`src/rtl/linear_interpolator_pkg.sv`:
```
// Shared settings for the linear interpolator: sample and factor widths, fixed-point format, FSM states.
// Define LINEAR_INTERPOLATOR_ROUND_EN to round outputs to nearest instead of truncating.
package package_settings;

    localparam int SIZE_DATA       = 16;
    localparam int SIZE_WINDOW     = 7;
    localparam int SIZE_FRAC       = 6;
    localparam int SIZE_MAX_FACTOR = 64;
    localparam int SIZE_SHIFT      = $clog2(SIZE_MAX_FACTOR);
    localparam int SIZE_CNT        = $clog2(SIZE_MAX_FACTOR) + 1;
    localparam int SIZE_ACC        = SIZE_DATA + SIZE_FRAC + 1;

    typedef enum logic {IDLE, RUN} interp_state_t;

    typedef logic signed [SIZE_ACC-1:0] acc_t;

    function automatic logic [SIZE_CNT-1:0] factor_from_shift(input logic [SIZE_SHIFT-1:0] k);
        return SIZE_CNT'(1) << k;
    endfunction

endpackage

```
`src/rtl/linear_interpolator_if.sv`:
```
// Sample-in / sample-out stream bundle of the linear interpolator.
// The master side drives samples and factor; the slave side is the interpolator.
interface linear_interpolator_if;
    import package_settings::*;

    logic signed [SIZE_DATA-1:0]   input_data;
    logic                          input_valid;
    logic                          input_ready;
    logic        [SIZE_WINDOW-1:0] factor;
    logic signed [SIZE_DATA-1:0]   output_data;
    logic                          output_valid;
    logic                          output_ready;

    modport master (
        output input_data, input_valid, factor, output_ready,
        input  input_ready, output_data, output_valid
    );

    modport slave (
        input  input_data, input_valid, factor, output_ready,
        output input_ready, output_data, output_valid
    );

endinterface

```
`src/rtl/linear_interpolator_factor_decode.sv`:
```
// Upsample factor decoder: maps L in {1,2,4,...,64} to k = log2(L).
// Anything else is flagged illegal and treated as L = 1.
module interp_factor_decode
    import package_settings::*;
(
    input  logic [SIZE_WINDOW-1:0] factor,
    output logic [SIZE_SHIFT-1:0]  k,
    output logic                   legal
);

    always_comb begin
        // NOTE: every output gets a default before the case so no latch is inferred.
        k     = '0;
        legal = 1'b1;
        case (factor)
            SIZE_WINDOW'(1):  k = SIZE_SHIFT'(0);
            SIZE_WINDOW'(2):  k = SIZE_SHIFT'(1);
            SIZE_WINDOW'(4):  k = SIZE_SHIFT'(2);
            SIZE_WINDOW'(8):  k = SIZE_SHIFT'(3);
            SIZE_WINDOW'(16): k = SIZE_SHIFT'(4);
            SIZE_WINDOW'(32): k = SIZE_SHIFT'(5);
            SIZE_WINDOW'(64): k = SIZE_SHIFT'(6);
            default:          legal = 1'b0;
        endcase
    end

endmodule

```
`src/rtl/linear_interpolator.sv`:
```
// Upsampling linear interpolator: each accepted sample yields L beats ramping from the previous sample.
// Define LINEAR_INTERPOLATOR_ROUND_EN for round-to-nearest output; default build truncates.
module linear_interpolator
    import package_settings::*;
(
    input logic                  clk,
    input logic                  reset,
    linear_interpolator_if.slave bus
);

    interp_state_t               state_q, state_d;
    logic signed [SIZE_DATA-1:0] prev_q,  prev_d;
    acc_t                        acc_q,   acc_d;
    acc_t                        step_q,  step_d;
    logic [SIZE_SHIFT-1:0]       k_q,     k_d;
    logic [SIZE_CNT-1:0]         cnt_q,   cnt_d;

    logic [SIZE_SHIFT-1:0]       dec_k;
    logic                        dec_legal;

    logic                        out_xfer;
    logic                        last_beat;
    logic                        in_accept;
    logic signed [SIZE_DATA:0]   delta;
    acc_t                        delta_ext;
    acc_t                        prev_ext;
    acc_t                        step_new;
    acc_t                        acc_out;
    logic                        unused_bits;

    interp_factor_decode u_decode (
        .factor (bus.factor),
        .k      (dec_k),
        .legal  (dec_legal)
    );

    assign last_beat       = (cnt_q == factor_from_shift(k_q));
    assign out_xfer        = bus.output_valid && bus.output_ready;
    // Ready on the final beat's transfer lets L=1 run back to back.
    assign bus.input_ready = (state_q == IDLE) || (out_xfer && last_beat);
    assign in_accept       = bus.input_valid && bus.input_ready;

    assign delta     = {bus.input_data[SIZE_DATA-1], bus.input_data} - {prev_q[SIZE_DATA-1], prev_q};
    assign delta_ext = {{(SIZE_ACC-SIZE_DATA-1){delta[SIZE_DATA]}}, delta};
    assign prev_ext  = {{(SIZE_ACC-SIZE_DATA){prev_q[SIZE_DATA-1]}}, prev_q};
    // delta*64/L is an exact integer for every legal L, so beat L lands on x with no drift.
    assign step_new  = delta_ext <<< (SIZE_SHIFT'(SIZE_FRAC) - dec_k);

    always_comb begin
        state_d = state_q;
        prev_d  = prev_q;
        acc_d   = acc_q;
        step_d  = step_q;
        k_d     = k_q;
        cnt_d   = cnt_q;
        if (in_accept) begin
            state_d = RUN;
            prev_d  = bus.input_data;
            k_d     = dec_k;
            step_d  = step_new;
            acc_d   = (prev_ext <<< SIZE_FRAC) + step_new;
            cnt_d   = SIZE_CNT'(1);
        end else if (out_xfer) begin
            if (last_beat) begin
                state_d = IDLE;
            end else begin
                acc_d = acc_q + step_q;
                cnt_d = cnt_q + SIZE_CNT'(1);
            end
        end
    end

    always_ff @(posedge clk) begin
        if (reset) begin
            state_q <= IDLE;
            prev_q  <= '0;
            acc_q   <= '0;
            step_q  <= '0;
            k_q     <= '0;
            cnt_q   <= '0;
        end else begin
            // NOTE: sequential state uses non-blocking assignments only.
            state_q <= state_d;
            prev_q  <= prev_d;
            acc_q   <= acc_d;
            step_q  <= step_d;
            k_q     <= k_d;
            cnt_q   <= cnt_d;
        end
    end

`ifdef LINEAR_INTERPOLATOR_ROUND_EN
    assign acc_out = acc_q + acc_t'(1 << (SIZE_FRAC - 1));
`else
    assign acc_out = acc_q;
`endif

    assign bus.output_data  = acc_out[SIZE_DATA+SIZE_FRAC-1:SIZE_FRAC];
    assign bus.output_valid = (state_q == RUN);

    assign unused_bits = ^{acc_out[SIZE_ACC-1], acc_out[SIZE_FRAC-1:0], dec_legal};

endmodule

```
`src/flat_wrapper.sv`:
```
// flat-port wrapper written by rule: the top's interface ports become plain ports
module linear_interpolator_flat import package_settings::*;
  (clk, reset, bus_input_data, bus_input_valid, bus_factor, bus_output_ready, bus_input_ready, bus_output_data, bus_output_valid);
  linear_interpolator_if bus_i ();
  input logic clk;
  input logic reset;
  input wire logic [$bits(bus_i.input_data)-1:0] bus_input_data;
  input wire logic [$bits(bus_i.input_valid)-1:0] bus_input_valid;
  input wire logic [$bits(bus_i.factor)-1:0] bus_factor;
  input wire logic [$bits(bus_i.output_ready)-1:0] bus_output_ready;
  output wire logic [$bits(bus_i.input_ready)-1:0] bus_input_ready;
  output wire logic [$bits(bus_i.output_data)-1:0] bus_output_data;
  output wire logic [$bits(bus_i.output_valid)-1:0] bus_output_valid;
  assign bus_i.input_data = bus_input_data;
  assign bus_i.input_valid = bus_input_valid;
  assign bus_i.factor = bus_factor;
  assign bus_i.output_ready = bus_output_ready;
  assign bus_input_ready = bus_i.input_ready;
  assign bus_output_data = bus_i.output_data;
  assign bus_output_valid = bus_i.output_valid;
  linear_interpolator u_core (.clk(clk), .reset(reset), .bus(bus_i));
endmodule
```
`config.mk`:
```
export PLATFORM = sky130hd
export DESIGN_NAME = linear_interpolator_flat
export DESIGN_NICKNAME = d
export VERILOG_FILES = /design/src/rtl/linear_interpolator_pkg.sv /design/src/rtl/linear_interpolator_if.sv /design/src/rtl/linear_interpolator_factor_decode.sv /design/src/rtl/linear_interpolator.sv /design/src/flat_wrapper.sv
export SDC_FILE = /design/constraint.sdc
export NUM_CORES = 1
export LEC_CHECK = 0
export CAP_MARGIN = 30
export CORE_UTILIZATION = 40
export DETAILED_ROUTE_END_ITERATION = 10
export DONT_BUFFER_PORTS = 1
export GPL_TIMING_DRIVEN = 0
export PLACE_DENSITY = 0.68
export SLEW_MARGIN = 20
export SYNTH_ARGS = -nofsm -noshare
export SYNTH_HDL_FRONTEND = slang
export SYNTH_SLANG_ARGS = --single-unit
```
`constraint.sdc`:
```
create_clock -name clk -period 5.34 [get_ports clk]
set_input_delay 1.068 -clock clk [delete_from_list [all_inputs] [get_ports clk]]
set_output_delay 1.068 -clock clk [all_outputs]
set_load 0.03 [all_outputs]
```
* After elaboration in Yosys (flattened, before gate mapping)
Cells that the tools add are included. W data, S select, Z words.
Storage, ports and cells: latch bits 0, ROM bits 0, register bits after elaboration 76, logic and storage cells 44, memories kept 0, bits of input ports 27, memory bits (writable) 0
Cells by class: equality and inequality tests 8, div/mod/pow operators 0, reductions and logical operators 10, bitwise gates (word level) 2, add/subtract/negate cells 5, multiply operators 0, muxes and demuxes 10, $lt $le $gt $ge 0, shift-type cells 2
Operators by type and width (count):
- $mux W23 | 3
- $add A22 B23 Y23 | 1
- $add A23 B23 Y23 | 1
- $sshl A17 B6 Y23 | 1
- $pmux W3 S6 | 1
- $sub A16 B16 Y17 | 1
- $add A7 B1 Y7 const B | 1
- $eq A7 B2 Y1 const B | 1
- $eq A7 B3 Y1 const B | 1
- $eq A7 B4 Y1 const B | 1
- $eq A7 B5 Y1 const B | 1
- $eq A7 B6 Y1 const B | 1
- $eq A7 B7 Y1 | 1
- $eq A7 B7 Y1 const B | 1
- $shl A1 B6 Y7 const A | 1
- $mux W1 | 6
- $reduce_and A2 Y1 | 3
- $reduce_bool A2 Y1 | 2
- $sub A3 B3 Y4 const A | 1
- $logic_and A1 B1 Y1 | 3
- $ne A2 B2 Y1 const B | 1
- $not A1 Y1 | 2
- $reduce_or A2 Y1 | 1
- $logic_or A1 B1 Y1 | 1

* Longest topological paths before layout
Gate-level depths: netlist of run 1.
depth in word-level cells 7, mapped depth 23

* By module
A second synthesis of run 1 with hierarchy kept.
Unflattened totals: cell total of the unflattened synthesis 935, area total of the unflattened synthesis 7015.5 um^2
Modules (own cells, without submodules):
- linear_interpolator | times used 1, cells each 900, area an instance 6762.7 um^2, seq. area each 1481.4 um^2
- interp_factor_decode | times used 1, cells each 35, area an instance 252.7 um^2, seq. area each 0.0 um^2

* Worst setup path before layout of run 1
No wires, ideal clock.
kind input-to-reg, start in bus_input_data[0], end reg u_core.acc_q[21], in the netlist u_core.acc_out[21], setup slack 0.178 ns, data required time 5.221 ns, cell stages on the path 19, library setup time 0.119 ns, data arrival time 5.043 ns, cell sequence inv_1 -> ha_1 -> fa_1 -> nand2b_1 -> a2111oi_1 -> o21a_1 -> a21oi_1 -> o311a_1 -> mux4_1 -> mux2i_1 -> ha_1 -> nand2_1 -> o21ai_0 -> a21oi_1 -> nand2_1 -> a211o_1 -> a21oi_1 -> xnor3_1 -> o221a_1
On the way: longest elaborated chain between the ends 4
RTL lines:
- from (decl) | line flat_wrapper.sv:7 | input wire logic [$bits(bus_i.input_data)-1:0] bus_input_data;
- $sub A16 B16 Y17 | line linear_interpolator.sv:43 | assign delta = {bus.input_data[SIZE_DATA-1], bus.input_data} - {prev_q[SIZE_DATA-1], prev_q};
- $sshl A17 B6 Y23 | line linear_interpolator.sv:47 | assign step_new = delta_ext <<< (SIZE_SHIFT'(SIZE_FRAC) - dec_k);
- net u_core.step_new[14] | line linear_interpolator.sv:27 | acc_t step_new;
- $add A22 B23 Y23 | line linear_interpolator.sv:61 | acc_d = (prev_ext <<< SIZE_FRAC) + step_new;
- $mux W23 | line linear_interpolator.sv:56 | if (in_accept) begin
- to (signal assigned) | line linear_interpolator.sv:77 | acc_q <= '0;
- to (signal assigned) | line linear_interpolator.sv:85 | acc_q <= acc_d;
- to (decl) | line linear_interpolator.sv:13 | acc_t acc_q, acc_d;
The timed path passes the listed nets, and every way through them passes these cells. A chain may end at the register's enable or synchronous reset.

* Worst setup path after layout of run 1
Ends and elaborated chain as after synthesis.

==> results of run 1 <==
==> power by group through the flow <==
stage	logic, mW	clock network (mW)	registers, mW
global route	1.00	0.616	0.631
floorplan	0.698	0	0.619
global placement	0.855	0	0.637
detailed placement	0.863	0	0.637
CTS	0.875	0.595	0.625
finish	0.915	0.587	0.626
==> registers in the layout (all words and copies together) (netlist names) <==
name                     flops
u_core.prev_q               16
u_core.cnt_q                 7
u_core.bus.output_valid      1
u_core.k_q                   3
u_core.acc_out              22
u_core.step_q               22
==> cell type report <==
class                      count  share of cell area (%)
buffer                        46                    3.45
sequential                    71                    20.4
clock buffer                  11                    3.48
clock inverter                 5                   0.593
timing repair buffer           3                   0.323
tap                          211                    3.79
multi-input combinational    685                    65.9
inverter                      39                    2.10
==> timing repair <==
action,in CTS,in global routing
pin swaps,0,3
hold endpoints to repair,0,0
gates resized for setup,9,15
buffers inserted,0,3
setup endpoints to repair,8,8
==> metrics by stage <==
step,cell area [sq um],hold WS [ns]
after global routing,6970,0.478
after CTS,6870,0.458
after global placement,6560,0.446
final,6970,0.458
after detailed placement,6560,0.450
after floorplan,6300,0.436
==> how the worst max path moves through the flow <==
stage,from,end
CTS,bus_input_data[0],u_core.acc_out[21]$_SDFFE_PP0P_
global route,bus_input_data[0],u_core.acc_out[21]$_SDFFE_PP0P_
global placement,bus_factor[4],u_core.acc_out[21]$_SDFFE_PP0P_
floorplan,bus_input_data[0],u_core.acc_out[21]$_SDFFE_PP0P_
finish,bus_input_data[0],u_core.acc_out[21]$_SDFFE_PP0P_
detailed placement,bus_factor[4],u_core.acc_out[21]$_SDFFE_PP0P_
==> logic make-up (layout without fill, tap and decap cells) <==
family | count (synthesis) | in the layout | share of synthesized area, %
flip-flops | 71 | 71 | 22.6
multiplexers | 26 | 26 | 5.42
XOR/XNOR | 49 | 49 | 7.03
AND/OR/NAND/NOR | 307 | 307 | 21.7
buffers and inverters | 87 | 104 | 6.20
adder cells (fa/ha/maj) | 57 | 57 | 11.7
AO/OA/AOI/OAI | 246 | 246 | 25.4
==> synthesized netlist by cell type, types with 4 or more instances <==
cell | count | share of area, %
o21bai_1 | 6 | 0.72
nor3_1 | 32 | 2.5
o21a_1 | 16 | 1.9
a21oi_1 | 90 | 7.2
xor2_1 | 21 | 2.9
ha_1 | 54 | 11
inv_1 | 38 | 2.3
o21ai_0 | 38 | 3.0
o31a_1 | 4 | 0.56
xnor2_1 | 27 | 3.8
o211ai_1 | 11 | 1.3
a311oi_1 | 6 | 0.83
nand2_1 | 95 | 5.7
clkbuf_1 | 25 | 1.5
a31oi_1 | 5 | 0.50
a21o_1 | 15 | 1.8
a211o_1 | 4 | 0.56
buf_4 | 16 | 1.9
buf_1 | 4 | 0.24
or3_1 | 6 | 0.60
a211oi_1 | 17 | 2.0
nor2_1 | 118 | 7.0
o22ai_1 | 7 | 0.70
dfxtp_1 | 71 | 23
nand3_1 | 10 | 0.79
nor2b_1 | 11 | 1.1
nand2b_1 | 11 | 1.1
mux2i_1 | 18 | 2.9
==> routing by layer <==
metal,vias to the layer above,part of all wire (%)
li1,3013,-
met3,18,5.6
met5,-,0
met1,2774,47
met2,176,46
met4,0,1.2
==> worst max-delay path, stage by stage <==
cell       delay (ns)
inv_1            0.02
ha_1             0.21
fa_1             0.41
nand2b_4         0.18
a2111oi_4        0.31
o21a_1           0.23
a21oi_1          0.10
o311a_4          0.40
mux4_1           0.52
mux2i_2          0.19
ha_1             0.30
nand2_1          0.10
o21ai_1          0.11
a21oi_1          0.20
nand2_1          0.14
a211o_1          0.28
a21oi_1          0.17
xnor3_1          0.30
o221a_1          0.26
==> flow_summary.yaml, run 1 <==
final_layout:
  drive_above_1_share_pct: 8.60
  multi_input_area_sq_um: 4590
  final_nets: 939
  final_core_util_pct: 45.7
  layout_common_cells: "nor2_1, nand2_1, a21oi_1"
  seq_area_sq_um: 1420
  area_delta_synth_final_pct: 10.6
  num-fill-cells: 1566
  layout_commonest_cell: "nor2_1"
  stdcell_count: 1071
  num_antenna_cells: 0
sta:
  slew_violations: 0
  slew_headroom_pct: 46.3
  max_freq_ghz: 0.191
  period_needed_ns: 5.23
  finalWorstSetupSlack_ns: 0.110
  setup-tns-final_ns: 0
  tightest_slew_ns: 0.806
  finalSetupViolCount: 0
  finalHoldViolCount: 0
  skew_ns: 0.00814
  period_share_pct: 97.9
setup_path:
  worstPathArrival_ns: 5.47
  critPathLaunchType: "primary input"
  r2r_cells: 18
  rrSetupSlack_ns: 0.41
  crit_required_ns: 5.58
  cp_max_fo: 5
  rr_endpoint: "u_core.acc_out[21]$_SDFFE_PP0P_"
  cp-end-kind: "register"
  r2r_start: "u_core.prev_q[8]$_SDFFE_PP0P_"
  critical_path_class: "primary input to register"
clock_tree:
  cts.sinks: 71
  clk_latency_ns: 0.35
  h-tree-depth: 3
  clk_pin_slew_worst_paths_ns: 0.06
  clock_path_buffers: 2
  cts_tree: "yes"
  cts_made_buffers: 9
  cts_root_buf: "clkbuf_16"
  cts_hold_buffers: 0
pwr:
  p_clk_share_pct: 27.6
  power_frac_comb_pct: 43.0
  p_leak_nw: 2.84
  p_per_area_nw_per_um2: 305
  netSwitchingPower_mw: 0.851
  internal_power_mw: 1.28
  power.total_mw: 2.13
  max-vdd-ir-drop_mv: 0.177
  p_sw_share_pct: 40.0
  pwr-share-seq_pct: 29.4
grt:
  met3_usage_pct: 3.81
  grt_max_degree: 14
  grt_util_met1_pct: 29.4
  antenna_found_initial: 0
  busiest_layer: "met2"
  grtUsageMet2_pct: 37.6
  grt_usage_pct: 22.3
  grt-ovfl-total: 0
  grt_pass1_vias: 5598
  grt_pass1_wl_microns: 28300
outcome:
  status: "finished clean"
floorplan:
  pin_count: 45
  core_sq_um: 15300
  die_w_microns: 127
  rows: 45
  start_util_pct: 41.3
  die_h_microns: 127
  die_area_sq_um: 16300
place:
  dpl.cell_count: 1054
  globalplace.congestion: 0.901
  port_buffers: 0
  post-dp-hpwl_microns: 13700
  post-place-ws_ns: -0.710
synthesis:
  ys_warn_count: 0
  ys_async_sr_fraction_pct: 0
  synth_nets: 927
  ys_seq_area_share_pct: 22.6
  avgSynthCellArea_sq_um: 7.47
  synth_edf_count: 0
  synth_cell_type_count: 73
  yosys_most_used_dff: "dfxtp_1"
  synthesis.area_sq_um: 6300
  synthCells: 843
  ys_ff_latch: 71
route:
  totalWireLength_microns: 18000
  routedWlPerCell_microns: 16.8
  via_count: 5981
  drcViolationCount: 0
  drt_pass1_iterations: 5
  viasPerCell: 5.58
  ant_nets: 0
  drtIter0Drc: 348
min_path:
  whs_path_depth: 2
  hold_class: "register to register"
  holdPathEnd: "u_core.prev_q[15]$_SDFFE_PP0P_"
  holdCritStartpoint: "u_core.prev_q[15]$_SDFFE_PP0P_"
flow_run:
  cap_violations: 0
No activity file was read; power rests on OpenSTA's default activity.
==> run 2: changes to the inputs <==
--- a/config.mk
+++ b/config.mk
@@ -6,11 +6,11 @@
 export NUM_CORES = 1
 export LEC_CHECK = 0
 export CAP_MARGIN = 30
-export CORE_UTILIZATION = 40
+export CORE_UTILIZATION = 59
 export DETAILED_ROUTE_END_ITERATION = 10
 export DONT_BUFFER_PORTS = 1
 export GPL_TIMING_DRIVEN = 0
-export PLACE_DENSITY = 0.68
+export PLACE_DENSITY = 0.9
 export SLEW_MARGIN = 20
 export SYNTH_ARGS = -nofsm -noshare
 export SYNTH_HDL_FRONTEND = slang
==> run 2 against run 1 <==
  * Clock skew rose by 0.0050 ns
  * Cell count down 7.0%
  * Total power shrank 4.6%
  * Register-to-register slack improved by 0.10 ns
  * Largest cell class unchanged
  * Count of clock-buffer cells in the layout unchanged
  * Die area fell by 32%
  * Clock power shrank 15%
  * Fmax increased by 1.3%
  * Highest routed layer unchanged
  * Global-route usage grew 9.2 points
  * Routed wire length decreased by 3.4%
  * Critical path depth stayed put
==> flow_summary.yaml, run 2 (synthesis results as in run 1) <==
sta:
  period_needed_ns: 5.17
  skew_ns: 0.0131
  period_share_pct: 96.7
  tightest_slew_ns: 0.771
  finalWorstSetupSlack_ns: 0.175
  finalSetupViolCount: 0
  finalHoldViolCount: 0
  setup-tns-final_ns: 0
  slew_violations: 0
  max_freq_ghz: 0.194
  whs_ns: 0.461
  slew_headroom_pct: 48.6
grt:
  grt_max_degree: 13
  grt_pass1_wl_microns: 27700
  grt_pass1_vias: 5855
  grt-ovfl-total: 0
  antenna_found_initial: 0
  grt_usage_pct: 31.5
clock_tree:
  h-tree-depth: 3
  clk_latency_ns: 0.38
  cts_tree: "yes"
  cts_made_buffers: 9
  cts.sinks: 71
  clk_pin_slew_worst_paths_ns: 0.09
  cts_root_buf: "clkbuf_8"
  clock_path_buffers: 2
  cts_hold_buffers: 0
pwr:
  p_per_area_nw_per_um2: 298
  max-vdd-ir-drop_mv: 0.203
  p_leak_nw: 2.82
final_layout:
  area_delta_synth_final_pct: 8.12
  stdcell_count: 996
  layout_commonest_cell: "nor2_1"
  num_antenna_cells: 0
  layout_common_cells: "nor2_1, nand2_1, a21oi_1"
  final_nets: 939
  drive_above_1_share_pct: 8.60
setup_path:
  critPathLaunchType: "primary input"
  critical_path_class: "primary input to register"
  r2r_start: "u_core.prev_q[4]$_SDFFE_PP0P_"
  cp-end-kind: "register"
  crit_required_ns: 5.61
  crit_path_start: "bus_input_data[0]"
  cp_max_fo: 5
  worstPathArrival_ns: 5.43
place:
  globalplace.congestion: 0.965
  dpl.cell_count: 979
  post-dp-hpwl_microns: 12900
  post-place-ws_ns: -0.666
  port_buffers: 0
route:
  drtIter0Drc: 562
  routedWlPerCell_microns: 17.4
  drt_pass1_iterations: 8
  drcViolationCount: 0
  viasPerCell: 6.18
  ant_nets: 0
  totalWireLength_microns: 17400
  via_count: 6151
floorplan:
  rows: 37
  pin_count: 45
  core_sq_um: 10300
  die_area_sq_um: 11100
  die_h_microns: 105
  start_util_pct: 61.0
  die_w_microns: 105
outcome:
  status: "finished clean"
flow_run:
  cap_violations: 0
min_path:
  holdCritStartpoint: "u_core.prev_q[15]$_SDFFE_PP0P_"
  hold_class: "register to register"
==> run 2: cell types whose count changed in the layout (fill, tap and decap cells not counted), moves of 2 or more <==
| cell | before | now |
|---|---|---|
| clkbuf_8 | 1 | 9 |
| o21ai_1 | 5 | 3 |
| o21ai_0 | 34 | 36 |
| clkbuf_16 | 9 | 0 |
| bufinv_16 | 0 | 2 |
==> run 2: timing repair <==
action                     4_1_cts  5_1_grt
pin swaps                        0        1
resized for setup                5       19
setup endpoints to repair        5        9
setup buffers                    0        3
==> run 2: path summary, 6_finish.rpt <==
check,endpoint,slack [ns],depth (start not counted)
max,u_core.acc_out[21]$_SDFFE_PP0P_,0.17,19
min,u_core.prev_q[15]$_SDFFE_PP0P_,0.46,2
max reg2reg,u_core.acc_out[21]$_SDFFE_PP0P_,0.51,18
min reg2reg,u_core.prev_q[15]$_SDFFE_PP0P_,0.46,2
==> run 2: through the flow <==
stage,utilization (%),total power [mW],area (sq um)
4_1_cts,64.9,1.98,6700
6_report,66.0,2.03,6810
3_5_place_dp,62.7,1.48,6470
3_3_place_gp,62.7,1.47,6470
2_1_floorplan,-,1.32,6300
5_1_grt,66.0,2.14,6810
==> run 2: where the power goes <==
group,internal [mW],leakage [nW],switching (mW),total [mW]
clock network,0.265,0.104,0.232,0.497
logic,0.366,2.13,0.542,0.909
registers,0.579,0.583,0.0456,0.624
==> run 2: critical path, stage by stage <==
cell	delay, ns
inv_1	0.02
ha_1	0.22
fa_2	0.36
nand2b_4	0.17
a2111oi_4	0.31
o21a_1	0.23
a21oi_1	0.11
o311a_4	0.41
mux4_1	0.54
mux2i_2	0.21
ha_1	0.30
nand2_1	0.10
o21ai_1	0.11
a21oi_1	0.16
nand2_1	0.12
a211o_1	0.27
a21oi_1	0.17
xnor3_1	0.29
o221a_1	0.26
==> run 2: area by class of cell <==
type / instances / area, sq um
sequential: 71 / 1420
buffer: 46 / 240
clock inverter: 5 / 81.3
timing repair buffer: 3 / 22.5
inverter: 39 / 149
clock buffer: 11 / 131
tap: 136 / 170
multi-input combinational: 685 / 4590
fill: 864 / 3510
==> run 2: per-layer routing <==
layer | share of wire (%) | vias up | global-route usage, %
li1 | - | 3015 | -
met1 | 41 | 2795 | 39.6
met2 | 47 | 288 | 51.6
met3 | 8.9 | 53 | 6.56
met4 | 3.0 | 0 | 14.3
met5 | 0 | - | 0
==> run 3: changes to the inputs <==
--- a/config.mk
+++ b/config.mk
@@ -5,7 +5,8 @@
 export SDC_FILE = /design/constraint.sdc
 export NUM_CORES = 1
 export LEC_CHECK = 0
-export CAP_MARGIN = 30
+export ABC_AREA = 1
+export CAP_MARGIN = 0
 export CORE_UTILIZATION = 59
 export DETAILED_ROUTE_END_ITERATION = 10
 export DONT_BUFFER_PORTS = 1
==> run 3 against run 2 <==
  * Via count rose by 3.8%
  * Worst setup slack better by 0.20 ns
  * Cell count is 11% higher
  * Sequential power about the same
  * Total power shrank 3.6%
  * Synthesized area fell by 2.0%
  * Clock skew is 0.00061 ns higher
  * Hold slack better by 0.0059 ns
  * Fmax rose by 4.1%
  * Die area down 1.9%
  * Clock power shrank 3%
  * Combinational power fell by 6.6%
==> flow_summary.yaml, run 3 <==
sta:
  period_share_pct: 92.9
  tightest_slew_ns: 0.733
  finalHoldViolCount: 0
  period_needed_ns: 4.96
  rsz0062_at_grt: "false"
  slew_headroom_pct: 51.1
  max_freq_ghz: 0.201
  finalSetupViolCount: 0
  setup-tns-final_ns: 0
  skew_ns: 0.0137
  slew_violations: 0
  finalWorstSetupSlack_ns: 0.377
clock_tree:
  cts_tree: "yes"
  h-tree-depth: 3
  cts_root_buf: "clkbuf_8"
  clock_path_buffers: 2
  cts_made_buffers: 9
  clk_pin_slew_worst_paths_ns: 0.09
  cts.sinks: 71
  clk_latency_ns: 0.36
  cts_setup_buffers: 0
synthesis:
  synth_cell_type_count: 46
  synth_edf_count: 0
  synth_area_leaders: "dfxtp_1, nand2_1, ha_1, o21ai_0, inv_1"
  synth_most_common_cell: "nand2_1"
  synthesis.area_sq_um: 6170
  yosys-top-cells-count: "nand2_1, inv_1, o21ai_0, a21oi_1, nand3_1"
  yosys.area.top_type: "dfxtp_1"
  avgSynthCellArea_sq_um: 6.43
  ys_seq_area_share_pct: 23.0
  synth_nets: 1045
  yosysTopAreaCellShare_pct: 23.0
  ys_warn_count: 0
  synthCells: 961
  ys_ff_latch: 71
  ys_async_sr_fraction_pct: 0
  yosys_most_used_dff: "dfxtp_1"
pwr:
  p_clk_share_pct: 24.6
  netSwitchingPower_mw: 0.819
  p_sw_share_pct: 41.9
  power_frac_comb_pct: 43.4
  p_leak_nw: 3.14
  pwr-share-seq_pct: 32.0
  internal_power_mw: 1.14
  max-vdd-ir-drop_mv: 0.140
  p_per_area_nw_per_um2: 298
route:
  drt_pass1_iterations: 5
  drcViolationCount: 0
  routedWlPerCell_microns: 14.6
  drtIter0Drc: 477
  ant_nets: 0
  totalWireLength_microns: 16200
  via_count: 6387
  viasPerCell: 5.75
final_layout:
  final_core_util_pct: 66.0
  stdcell_count: 1110
  final_nets: 1056
  layout_common_cells: "nand2_1, inv_1, o21ai_0"
  layout_commonest_cell: "nand2_1"
  design_area_sq_um: 6570
  area_delta_synth_final_pct: 6.40
  drive_above_1_share_pct: 7.16
  num_antenna_cells: 0
grt:
  grt-ovfl-total: 0
  grt_usage_pct: 30.1
  grt_pass1_vias: 5932
  grt_pass1_wl_microns: 26800
  grt_max_degree: 13
  antenna_found_initial: 0
min_path:
  whs_path_depth: 2
  hold_class: "register to register"
place:
  place_area_sq_um: 6340
  port_buffers: 0
  post-place-ws_ns: -0.132
  dpl.cell_count: 1094
  post-dp-hpwl_microns: 12700
  globalplace.congestion: 0.968
setup_path:
  slowest_delay_ns: 0.35
  worstPathArrival_ns: 5.25
  critPathLaunchType: "primary input"
  crit_top_cell: "inv_1"
  r2r_cells: 23
  crit_required_ns: 5.63
  cp-end-kind: "register"
  cp_slowest_cell: "fa_1"
  critical_path_class: "primary input to register"
  cp_max_fo: 10
floorplan:
  die_h_microns: 104
  die_w_microns: 104
  die_area_sq_um: 10900
  start_util_pct: 62.0
  rows: 36
  core_sq_um: 9950
  pin_count: 45
outcome:
  status: "finished clean"
flow_run:
  cap_violations: 0
run 3: changes by cell type in the layout (fill, tap and decap cells not counted), moves of 17 or more:
cell     change
inv_1       +64
nand2_1    +168
nand3_1     +62
nor2_1      -73
nor3_1      -26
o21ai_0     +52
xnor2_1     -17
run 3: final timing paths:
check / startpoint / end / slack (ns)
setup / recovery: bus_factor[0] / u_core.acc_out[18]$_SDFFE_PP0P_ / 0.38
hold / removal: u_core.step_q[13]$_SDFFE_PP0P_ / u_core.step_q[13]$_SDFFE_PP0P_ / 0.47
setup reg to reg: u_core.prev_q[0]$_SDFFE_PP0P_ / u_core.acc_out[18]$_SDFFE_PP0P_ / 0.94
hold reg to reg: u_core.step_q[13]$_SDFFE_PP0P_ / u_core.step_q[13]$_SDFFE_PP0P_ / 0.47
run 3: stage by stage:
step	power [mW]	hold slack (ns)
after floorplan	1.29	0.430
after global placement	1.44	0.445
after detailed placement	1.46	0.451
after CTS	1.94	0.465
after global routing	2.08	0.480
final	1.96	0.467
run 3: cell families after synthesis:
logic type	Yosys count	share of synthesized area, %
flops	71	23.0
fa+ha+maj	57	11.9
mux	3	0.486
xor+xnor	36	5.11
compound gates	225	19.9
simple gates	420	29.0
buf+inv	149	10.5
run 3: final cells by class:
class                           instances  area, sq um
Inverter                              108          405
Multi-Input combinational cell        741         4110
Buffer                                 41          246
Fill cell                             892         3380
Sequential cell                        71         1420
Tap cell                              133          166
Clock buffer                           12          165
Clock inverter                          4         51.3
run 3: power groups by stage:
stage / Clock (mW) / Combinational (mW) / Sequential, mW
2_1_floorplan: 0 / 0.671 / 0.620
3_3_place_gp: 0 / 0.807 / 0.635
3_5_place_dp: 0 / 0.823 / 0.636
4_1_cts: 0.480 / 0.832 / 0.624
5_1_grt: 0.502 / 0.949 / 0.631
6_report: 0.481 / 0.849 / 0.626
run 3: critical path: cells and delay by family:
kind | cells | cell delay [ns]
buf+inv | 7 | 0.93
fa+ha+maj | 3 | 0.80
compound gates | 7 | 1.21
xor+xnor | 1 | 0.23
simple gates | 8 | 0.99
run 3: repair_timing:
| item | CTS | global route |
|---|---|---|
| hold buffers | 0 | 0 |
| gates resized for setup | 0 | 10 |
| endpoints found under the setup margin | 0 | 3 |
run 3: metal layers:
metal / share of wire, % / vias to the layer above / global-route usage, %
met4: 2.2 / 0 / 10.5
met3: 7.9 / 30 / 6.39
met1: 45 / 2868 / 38.1
met5: 0 / - / 0
met2: 45 / 274 / 50.1
li1: - / 3215 / -
